==> src/rtl/cavlc_run_scan_pkg.sv <==
// Shared constants and types for the CAVLC run/level scanner.
// Block-size codes, the trailing-ones cap and the scan FSM state type live here.
package cavlc_run_scan_pkg;

  localparam int unsigned DEF_COEF_W = 12;
  localparam logic [4:0]  MAXC_CDC   = 5'd4;
  localparam logic [4:0]  MAXC_AC    = 5'd15;
  localparam logic [4:0]  MAXC_LUMA  = 5'd16;
  localparam logic [1:0]  T1_CAP     = 2'd3;

  typedef enum logic [1:0] {StIdle, StScan, StFlush, StDone} scan_state_e;

  // Any unrecognised size code scans the full 16-entry block.
  function automatic logic [4:0] blk_len(input logic [4:0] maxc);
    unique case (maxc)
      MAXC_CDC: blk_len = MAXC_CDC;
      MAXC_AC:  blk_len = MAXC_AC;
      default:  blk_len = MAXC_LUMA;
    endcase
  endfunction

endpackage

==> src/rtl/cavlc_run_scan_if.sv <==
// Block-in / run-buffer-out bundle of the run scanner.
// master = scanner side, slave = block source plus run-buffer consumer.
interface cavlc_run_scan_if #(
    parameter int unsigned COEF_W = 12,
    parameter int unsigned ADDR_W = 4,
    parameter int unsigned RUN_W  = 4
) ();
    logic                     blk_start;
    logic [16*COEF_W-1:0]     blk_coef;
    logic [4:0]               max_coeff;
    logic                     busy;
    logic                     done;
    logic                     wr_en;
    logic [ADDR_W-1:0]        wr_addr;
    logic signed [COEF_W-1:0] wr_level;
    logic [RUN_W-1:0]         wr_run;
    logic [4:0]               total_coeff;
    logic [1:0]               trailing_ones;
    logic [3:0]               total_zeros;

    modport master (
        input  blk_start, blk_coef, max_coeff,
        output busy, done, wr_en, wr_addr, wr_level, wr_run,
        output total_coeff, trailing_ones, total_zeros
    );

    modport slave (
        output blk_start, blk_coef, max_coeff,
        input  busy, done, wr_en, wr_addr, wr_level, wr_run,
        input  total_coeff, trailing_ones, total_zeros
    );
endinterface

==> src/rtl/cavlc_coef_sel.sv <==
// Combinational 16:1 coefficient select with zero and +/-1 classification.
module cavlc_coef_sel #(
    parameter int unsigned COEF_W = 12
) (
    input  logic [16*COEF_W-1:0]     coefs,
    input  logic [3:0]               idx,
    output logic signed [COEF_W-1:0] coef,
    output logic                     is_zero,
    output logic                     is_one
);
    always_comb begin
        coef    = coefs[idx*COEF_W +: COEF_W];
        is_zero = (coef == '0);
        // All-ones is -1; the most negative value is deliberately not a trailing one.
        is_one  = (coef == COEF_W'(1)) || (coef == '1);
    end
endmodule

==> src/rtl/cavlc_run_scan.sv <==
// Scans a zig-zag residual block high-to-low, emitting (level, run_before) entries
// to the run buffer and a TotalCoeff / TrailingOnes / total_zeros summary.
module cavlc_run_scan
    import cavlc_run_scan_pkg::*;
#(
    parameter int unsigned COEF_W = DEF_COEF_W,
    parameter int unsigned ADDR_W = 4,
    parameter int unsigned RUN_W  = 4
) (
    input  logic             clk,
    input  logic             rst_n,
    cavlc_run_scan_if.master bus
);
    scan_state_e              state_q, state_d;
    logic [16*COEF_W-1:0]     coef_q, coef_d;
    logic [3:0]               idx_q, idx_d;
    logic                     pend_q, pend_d;
    logic signed [COEF_W-1:0] pend_level_q, pend_level_d;
    logic [RUN_W-1:0]         zcnt_q, zcnt_d;
    logic [4:0]               wcnt_q, wcnt_d;
    logic [1:0]               t1cnt_q, t1cnt_d;
    logic                     t1stop_q, t1stop_d;
    logic [3:0]               tz_q, tz_d;
    logic                     busy_q, busy_d, done_q, done_d, wr_en_q, wr_en_d;
    logic [ADDR_W-1:0]        wr_addr_q, wr_addr_d;
    logic signed [COEF_W-1:0] wr_level_q, wr_level_d;
    logic [RUN_W-1:0]         wr_run_q, wr_run_d;
    logic [4:0]               tc_q, tc_d;
    logic [1:0]               t1_q, t1_d;
    logic [3:0]               tzo_q, tzo_d;

    logic signed [COEF_W-1:0] cur;
    logic                     cur_zero, cur_one, emit;

    cavlc_coef_sel #(.COEF_W(COEF_W)) u_sel (
        .coefs   (coef_q),
        .idx     (idx_q),
        .coef    (cur),
        .is_zero (cur_zero),
        .is_one  (cur_one)
    );

    always_comb begin
        state_d      = state_q;
        coef_d       = coef_q;
        idx_d        = idx_q;
        pend_d       = pend_q;
        pend_level_d = pend_level_q;
        zcnt_d       = zcnt_q;
        wcnt_d       = wcnt_q;
        t1cnt_d      = t1cnt_q;
        t1stop_d     = t1stop_q;
        tz_d         = tz_q;
        wr_en_d      = 1'b0;
        wr_addr_d    = wr_addr_q;
        wr_level_d   = wr_level_q;
        wr_run_d     = wr_run_q;
        tc_d         = tc_q;
        t1_d         = t1_q;
        tzo_d        = tzo_q;
        emit         = 1'b0;

        unique case (state_q)
            StIdle, StDone: begin
                if (bus.blk_start) begin
                    state_d  = StScan;
                    coef_d   = bus.blk_coef;
                    idx_d    = 4'(blk_len(bus.max_coeff) - 5'd1);
                    pend_d   = 1'b0;
                    zcnt_d   = '0;
                    wcnt_d   = '0;
                    t1cnt_d  = '0;
                    t1stop_d = 1'b0;
                    tz_d     = '0;
                end else begin
                    state_d = StIdle;
                end
            end
            StScan: begin
                if (cur_zero) begin
                    // Zeros above the highest nonzero coefficient carry no run.
                    if (pend_q) begin
                        zcnt_d = zcnt_q + RUN_W'(1);
                        tz_d   = tz_q + 4'd1;
                    end
                end else begin
                    emit         = pend_q;
                    pend_d       = 1'b1;
                    pend_level_d = cur;
                    zcnt_d       = '0;
                    if (!t1stop_q && cur_one && (t1cnt_q < T1_CAP)) begin
                        t1cnt_d = t1cnt_q + 2'd1;
                    end else begin
                        t1stop_d = 1'b1;
                    end
                end
                if (idx_q == 4'd0) state_d = StFlush;
                else               idx_d   = idx_q - 4'd1;
            end
            StFlush: begin
                emit    = pend_q;
                pend_d  = 1'b0;
                state_d = StDone;
            end
            default: state_d = StIdle;
        endcase

        if (emit) begin
            wr_en_d    = 1'b1;
            wr_addr_d  = wcnt_q[ADDR_W-1:0];
            wr_level_d = pend_level_q;
            wr_run_d   = zcnt_q;
            wcnt_d     = wcnt_q + 5'd1;
        end

        // Summary includes the flush write, so it takes the post-emit count.
        if (state_q == StFlush) begin
            tc_d  = wcnt_d;
            t1_d  = t1cnt_d;
            tzo_d = tz_d;
        end

        busy_d = (state_d != StIdle);
        done_d = (state_d == StDone);
    end

    always_ff @(posedge clk or negedge rst_n) begin
        if (!rst_n) begin
            state_q      <= StIdle;
            coef_q       <= '0;
            idx_q        <= '0;
            pend_q       <= 1'b0;
            pend_level_q <= '0;
            zcnt_q       <= '0;
            wcnt_q       <= '0;
            t1cnt_q      <= '0;
            t1stop_q     <= 1'b0;
            tz_q         <= '0;
            busy_q       <= 1'b0;
            done_q       <= 1'b0;
            wr_en_q      <= 1'b0;
            wr_addr_q    <= '0;
            wr_level_q   <= '0;
            wr_run_q     <= '0;
            tc_q         <= '0;
            t1_q         <= '0;
            tzo_q        <= '0;
        end else begin
            state_q      <= state_d;
            coef_q       <= coef_d;
            idx_q        <= idx_d;
            pend_q       <= pend_d;
            pend_level_q <= pend_level_d;
            zcnt_q       <= zcnt_d;
            wcnt_q       <= wcnt_d;
            t1cnt_q      <= t1cnt_d;
            t1stop_q     <= t1stop_d;
            tz_q         <= tz_d;
            busy_q       <= busy_d;
            done_q       <= done_d;
            wr_en_q      <= wr_en_d;
            wr_addr_q    <= wr_addr_d;
            wr_level_q   <= wr_level_d;
            wr_run_q     <= wr_run_d;
            tc_q         <= tc_d;
            t1_q         <= t1_d;
            tzo_q        <= tzo_d;
        end
    end

    assign bus.busy          = busy_q;
    assign bus.done          = done_q;
    assign bus.wr_en         = wr_en_q;
    assign bus.wr_addr       = wr_addr_q;
    assign bus.wr_level      = wr_level_q;
    assign bus.wr_run        = wr_run_q;
    assign bus.total_coeff   = tc_q;
    assign bus.trailing_ones = t1_q;
    assign bus.total_zeros   = tzo_q;
endmodule

==> src/flat_wrapper.sv <==
// flat-port wrapper written by rule: the top's interface ports become plain ports
module cavlc_run_scan_flat import cavlc_run_scan_pkg::*;
#(
    parameter int unsigned COEF_W = DEF_COEF_W,
    parameter int unsigned ADDR_W = 4,
    parameter int unsigned RUN_W  = 4
)
  (clk, rst_n, bus_blk_start, bus_blk_coef, bus_max_coeff, bus_busy, bus_done, bus_wr_en, bus_wr_addr, bus_wr_level, bus_wr_run, bus_total_coeff, bus_trailing_ones, bus_total_zeros);
  cavlc_run_scan_if #(.COEF_W(COEF_W), .ADDR_W(ADDR_W), .RUN_W(RUN_W)) bus_i ();
  input  logic clk;
  input  logic rst_n;
  input wire logic [$bits(bus_i.blk_start)-1:0] bus_blk_start;
  input wire logic [$bits(bus_i.blk_coef)-1:0] bus_blk_coef;
  input wire logic [$bits(bus_i.max_coeff)-1:0] bus_max_coeff;
  output wire logic [$bits(bus_i.busy)-1:0] bus_busy;
  output wire logic [$bits(bus_i.done)-1:0] bus_done;
  output wire logic [$bits(bus_i.wr_en)-1:0] bus_wr_en;
  output wire logic [$bits(bus_i.wr_addr)-1:0] bus_wr_addr;
  output wire logic [$bits(bus_i.wr_level)-1:0] bus_wr_level;
  output wire logic [$bits(bus_i.wr_run)-1:0] bus_wr_run;
  output wire logic [$bits(bus_i.total_coeff)-1:0] bus_total_coeff;
  output wire logic [$bits(bus_i.trailing_ones)-1:0] bus_trailing_ones;
  output wire logic [$bits(bus_i.total_zeros)-1:0] bus_total_zeros;
  assign bus_i.blk_start = bus_blk_start;
  assign bus_i.blk_coef = bus_blk_coef;
  assign bus_i.max_coeff = bus_max_coeff;
  assign bus_busy = bus_i.busy;
  assign bus_done = bus_i.done;
  assign bus_wr_en = bus_i.wr_en;
  assign bus_wr_addr = bus_i.wr_addr;
  assign bus_wr_level = bus_i.wr_level;
  assign bus_wr_run = bus_i.wr_run;
  assign bus_total_coeff = bus_i.total_coeff;
  assign bus_trailing_ones = bus_i.trailing_ones;
  assign bus_total_zeros = bus_i.total_zeros;
  cavlc_run_scan #(.COEF_W(COEF_W), .ADDR_W(ADDR_W), .RUN_W(RUN_W)) u_core (.clk(clk), .rst_n(rst_n), .bus(bus_i));
endmodule
==> config.mk <==
export PLATFORM = sky130hd
export DESIGN_NAME = cavlc_run_scan_flat
export DESIGN_NICKNAME = d
export VERILOG_FILES = /design/src/rtl/cavlc_run_scan_pkg.sv /design/src/rtl/cavlc_run_scan_if.sv /design/src/rtl/cavlc_coef_sel.sv /design/src/rtl/cavlc_run_scan.sv /design/src/flat_wrapper.sv
export SDC_FILE = /design/constraint.sdc
export NUM_CORES = 1
export LEC_CHECK = 0
export CAP_MARGIN = 5
export CELL_PAD_IN_SITES_DETAIL_PLACEMENT = 0
export CELL_PAD_IN_SITES_GLOBAL_PLACEMENT = 1
export CORE_ASPECT_RATIO = 1.25
export CORE_MARGIN = 2
export CORE_UTILIZATION = 35
export CTS_CLUSTER_SIZE = 10
export DETAILED_ROUTE_END_ITERATION = 8
export PLACE_DENSITY_LB_ADDON = 0.1
export SKIP_LAST_GASP = 1
export SYNTH_ARGS = -nofsm -noshare
export SYNTH_HDL_FRONTEND = slang
export SYNTH_SLANG_ARGS = --single-unit
==> constraint.sdc <==
create_clock -name clk -period 4.55 [get_ports clk]
set_clock_uncertainty 0.1 [all_clocks]
set_input_delay 1.1375 -clock clk [delete_from_list [all_inputs] [get_ports clk]]
set_output_delay 1.1375 -clock clk [all_outputs]
set_load 0.005 [all_outputs]
; ---- Word level (Yosys, flattened, before mapping)
; Index checks and enable logic that the tools add are counted.
[totals]
ff_bits = 261
latchBits = 0
ramBits = 0
romBits = 0
output_inout_bits = 34
word_cells = 91
n_memories = 0
[op_classes]
add_sub_neg = 6
mul = 1
div_mod_pow = 0
magnitude_cmp = 1
eq_ne = 13
shift = 1
muxes = 33
bitwise_logic = 1
reduce_logical = 16
[ops]
columns = cell, n
row1 = variable part select 192 x 9 -> 12 bit, 1
row2 = 2-to-1 mux 4 bit, 10
row3 = one-hot mux 4 bit (2 select lines), 4
row4 = 2-to-1 mux 5 bit, 3
row5 = equality test 12 bit (second input constant), 1
row6 = equality test 12 x 2 -> 1 bit (second input constant), 1
row7 = logical NOT 12 bit, 1
row8 = adder 4 x 1 -> 4 bit (second input constant), 2
row9 = 2-to-1 mux 2 bit, 4
row10 = inequality test 2 bit (second input constant), 4
row11 = subtractor 4 x 1 -> 4 bit (second input constant), 2
row12 = 2-to-1 mux 1 bit, 7
row13 = equality test 2 bit (second input constant), 3
row14 = multiplier 4 x 2 -> 6 bit (second input constant), 1
row15 = one-hot mux 2 bit (3 select lines), 1
row16 = AND reduction 2 bit, 3
row17 = AND reduction 3 bit, 2
row18 = adder 5 x 1 -> 5 bit (second input constant), 1
row19 = equality test 5 x 3 -> 1 bit (second input constant), 1
row20 = equality test 5 x 4 -> 1 bit (second input constant), 1
row21 = logical NOT 4 bit, 1
row22 = one-hot mux 1 bit (2 select lines), 2
row23 = one-hot mux 2 bit (2 select lines), 1
row24 = AND reduction 4 bit, 1
row25 = 12 further kinds, 14

; ---- Depth between registers and ports, before layout
[depth]
word_depth = 9
mapped_depth = 11

; ---- By module
; A second synthesis with hierarchy kept.
[unflattened]
hier_cells = 787
area_unflattened_um2 = 11928.9
[by_module_without_submodules]
columns = module, n_inst, cells_per_inst, area_per_inst_um2
row1 = cavlc_run_scan, 1, 682, 10323.7
row2 = cavlc_coef_sel, 1, 105, 1605.3

; ---- Worst setup path before layout
; No wires, ideal clock.
[synth_path]
path_kind = register to register
from = reg u_core.idx_q[2]
to = reg u_core.wr_level_q[10] (netlist: u_core.bus.wr_level[10])
setup_time_ns = 0.127
arrival_time_ns = 2.930
required_ns = 4.323
path_slack_ns = 1.393
stages_incl_launch_ff = 11
n_path_buf = 3
synth_period_minus_slack_ns = 3.157
path_cell_list = dfrtp_1 -> clkbuf_1 -> clkbuf_1 -> mux4_2 -> a22oi_1 -> nand2_1 -> nor4_4 -> a31oi_4 -> o21ai_4 -> buf_6 -> mux2_1
[synth_between]
elab_chain_len = 5
[synth_rtl]
columns = element, line
row1 = from (decl), cavlc_run_scan.sv:16  ; logic [3:0] idx_q, idx_d;
row2 = from (signal assigned), cavlc_run_scan.sv:151  ; idx_q <= idx_d;
row3 = multiplier 4 x 2 -> 6 bit, cavlc_coef_sel.sv:12  ; coef = coefs[idx*COEF_W +: COEF_W];
row4 = variable part select 192 x 9 -> 12 bit, cavlc_coef_sel.sv:12
row5 = logical NOT 12 bit, cavlc_coef_sel.sv:13  ; is_zero = (coef == '0);
row6 = 2-to-1 mux 1 bit, cavlc_run_scan.sv:80  ; if (cur_zero) begin
row7 = one-hot mux 1 bit (2 select lines), cavlc_run_scan.sv:63  ; unique case (state_q)
row8 = to (signal assigned), cavlc_run_scan.sv:163  ; wr_level_q <= wr_level_d;
row9 = to (decl), cavlc_run_scan.sv:26  ; logic signed [COEF_W-1:0] wr_level_q, wr_level_d;
; Every way passes these cells.
; A chain may end at the register's enable or synchronous reset.

; ---- Final worst setup path
[layout_path]
from = reg u_core.idx_q[0]
to = reg u_core.wr_level_q[10] (netlist: u_core.bus.wr_level[10])
; Same word-level chain as after synthesis.

==> impl_metrics.env <==
export IMPL_yosysTopAreaCellShare_pct=56.1
export IMPL_cts_clk_slew_worst_paths_ns=0.06
export IMPL_vias=7332
export IMPL_period_share_pct=86.6
export IMPL_ir_drop_uv=247
export IMPL_pwr_density_cell_nw_per_um2=679
export IMPL_grt_ovfl_total=0
export IMPL_detail_route_antenna_nets=0
export IMPL_cts_tree="built"
export IMPL_drt_wl_total_um=30500
export IMPL_slew_headroom_pct=37.5
export IMPL_synth_common_cells="261 x dfrtp_1, 214 x mux2_2, 49 x mux4_2"
export IMPL_synth_top_cell_by_area="dfrtp_1"
export IMPL_hold_depth=1
export IMPL_drtIter0Drc=396
export IMPL_start_kind="flop"
export IMPL_slew_viol_final=0
export IMPL_synthTopCellsByArea="dfrtp_1 56%, mux2_2 21%, mux4_2 9.5%, mux2_1 2.0%, a22oi_1 1.2%"
export IMPL_ctsRootBufferMaster="clkbuf_16"
export IMPL_track_usage_pct=17.8
export IMPL_run_status="finished, violations left"
export IMPL_setup_ws_ns=0.612
export IMPL_cp_data_arrival_time_ns=4.26
export IMPL_grt_pass1_vias=7975
export IMPL_antenna_found_initial=1
export IMPL_syn_nets=977
export IMPL_drv_cap=0
export IMPL_tns_ns=0
export IMPL_nets=1212
export IMPL_syn_instance_count=770
export IMPL_yosysUniqueCellTypes=47
export IMPL_yosys_warnings=0
export IMPL_postCtsSetupBuffers=0
export IMPL_final_hold_viol_count=0
export IMPL_rsz0062_at_grt="false"
export IMPL_drive_above_1_share_pct=32.0
export IMPL_grt_max_degree=111
export IMPL_p_leak_nw=6.33
export IMPL_cp_max_fo=29
export IMPL_synth_edff_count=0
export IMPL_synth_seq_area_share_pct=56.1
export IMPL_ys_ff_latch=261
export IMPL_tightest_slew_ns=0.936
export IMPL_tritoncts_num_buffers=30
export IMPL_dp_cells=1391
export IMPL_final_cells=1430
export IMPL_fmax_ghz=0.254
export IMPL_hp_class="reg2reg"
export IMPL_die_w_um=167
export IMPL_yosys_most_used_dff="dfrtp_1"
export IMPL_synth_async_reset_ratio_pct=100
export IMPL_cts_htree_levels=1
export IMPL_holdBufCountCts=0
export IMPL_cp_data_required_time_ns=4.87
export IMPL_critical_path_class="reg2reg"
export IMPL_clock_sinks=261
export IMPL_cts_resized=0
export IMPL_wire_per_inst_um=21.4
export IMPL_min_period_ns=3.94
export IMPL_firstDrtPassIters=7
export IMPL_initial_core_util_pct=35.5
export IMPL_ioPinCount=234
export IMPL_area_delta_synth_final_pct=31.6
export IMPL_die_height_um=208
export IMPL_fillers=3016
export IMPL_dieArea_um2=34800
export IMPL_grt_pass1_wl_um=47700
export IMPL_violations="design-rule violations"
export IMPL_dp_slack_ns=0.527
export IMPL_netlist_area_um2=11600
export IMPL_cp_end_kind="flop"
export IMPL_ff2ff_path_depth=9
export IMPL_setup_viol=0
export IMPL_via_per_inst=5.13
export IMPL_gp_congestion=0.720
export IMPL_cts_path_max_buffers=3
export IMPL_num_rows=74
export IMPL_drc=11
export IMPL_worst_skew_pair_late_latency_ns=0.55
export IMPL_core_area_um2=32800
export IMPL_place_hpwl_um=22300
export IMPL_yosysMostFrequentCell="dfrtp_1"
export IMPL_avgSynthCellArea_um2=15.1
export IMPL_io_buffer_count=233
-- worst paths after layout --
path,from,to,slack (ns)
setup reg to reg,u_core.idx_q[0],u_core.bus.wr_level[10],0.61
hold reg to reg,u_core.wcnt_q[4],u_core.wcnt_q[4],0.38
setup / recovery,u_core.idx_q[0],u_core.bus.wr_level[10],0.61
max in group asynchronous,rst_n,u_core.idx_q[2],2.86
min in group asynchronous,rst_n,u_core.coef_q[102],0.53
hold / removal,u_core.wcnt_q[4],u_core.wcnt_q[4],0.38
-- cells by family (layout without fill, tap and decap cells) --
| family | Yosys count | count (layout) | synth area share (%) |
|---|---|---|---|
| compound gates | 62 | 62 | 3.77 |
| xor+xnor | 2 | 2 | 0.150 |
| fa+ha+maj | 7 | 7 | 0.752 |
| buf+inv | 52 | 293 | 2.04 |
| flops | 261 | 261 | 56.1 |
| mux | 290 | 290 | 32.7 |
| other cells | 0 | 1 | 0 |
| simple gates | 96 | 96 | 4.48 |
-- worst max-delay path, cell delays in order (launching register included) --
cell and delay (ns):
dfrtp_4 0.76, buf_12 0.33, mux4_2 0.55, a22oi_1 0.34, nand2_1 0.19, nor4_4 0.45, a31oi_4 0.17, o21ai_4 0.37
buf_12 0.20, mux2_1 0.33
-- per-layer routing --
layer,share of wire [%],wire length [µm],up-vias,global-route usage [%]
li1,-,-,3330,-
met1,42,12800,3802,22.9
met2,53,16100,172,31.9
met3,3.8,1160,28,2.59
met4,1.5,457,0,3.90
met5,0,0,-,0
-- cells in the final DEF, fill, tap and decap left out, types with 12 or more instances in the layout --
cell type	instances
dfrtp_1	259
clkdlybuf4s50_1	232
mux2_2	214
mux4_2	49
nand2_1	34
clkbuf_16	31
mux2_1	21
a22oi_1	18
nor2_1	13
o21ai_0	13
a21oi_1	12
-- area by class of cell --
| class | count | area (µm²) | share of cell area, % |
|---|---|---|---|
| Sequential cell | 261 | 6540 | 42.7 |
| Antenna cell | 1 | 2.50 | 0.0163 |
| Tap cell | 418 | 523 | 3.41 |
| Multi-Input combinational cell | 457 | 4880 | 31.9 |
| Timing Repair Buffer | 248 | 2540 | 16.6 |
| Inverter | 7 | 26.3 | 0.171 |
| Clock inverter | 1 | 5.00 | 0.0327 |
| Clock buffer | 37 | 808 | 5.28 |
-- flip-flops by register name, summed over array words and instances, names as in the netlist --
register / count
u_core.bus.busy: 1
u_core.bus.done: 1
u_core.bus.total_coeff: 5
u_core.bus.total_zeros: 4
u_core.bus.trailing_ones: 2
u_core.bus.wr_addr: 4
u_core.bus.wr_en: 1
u_core.bus.wr_level: 12
u_core.bus.wr_run: 4
u_core.coef_q: 192
u_core.idx_q: 4
u_core.pend_level_q: 12
u_core.pend_q: 1
u_core.state_q: 2
u_core.t1cnt_q: 2
u_core.t1stop_q: 1
u_core.tz_q: 4
u_core.wcnt_q: 5
u_core.zcnt_q: 4
-- where the power goes --
part | switching (mW) | leakage [nW] | internal [mW]
Sequential | 0.749 | 3.14 | 3.41
Combinational | 1.74 | 2.80 | 2.41
Clock | 0.874 | 0.399 | 1.22
-- through the flow --
stage,utilization [%],cell area (µm²),total power [mW],hold slack [ns]
6_report,46.7,15300,10.4,0.379
5_1_grt,46.7,15300,11.1,0.406
4_1_cts,46.7,15300,10.6,0.376
3_5_place_dp,44.3,14500,8.43,0.367
3_3_place_gp,44.3,14500,8.36,0.353
2_1_floorplan,-,11600,6.97,0.339
Note: power is estimated with default switching activity, not from simulation.
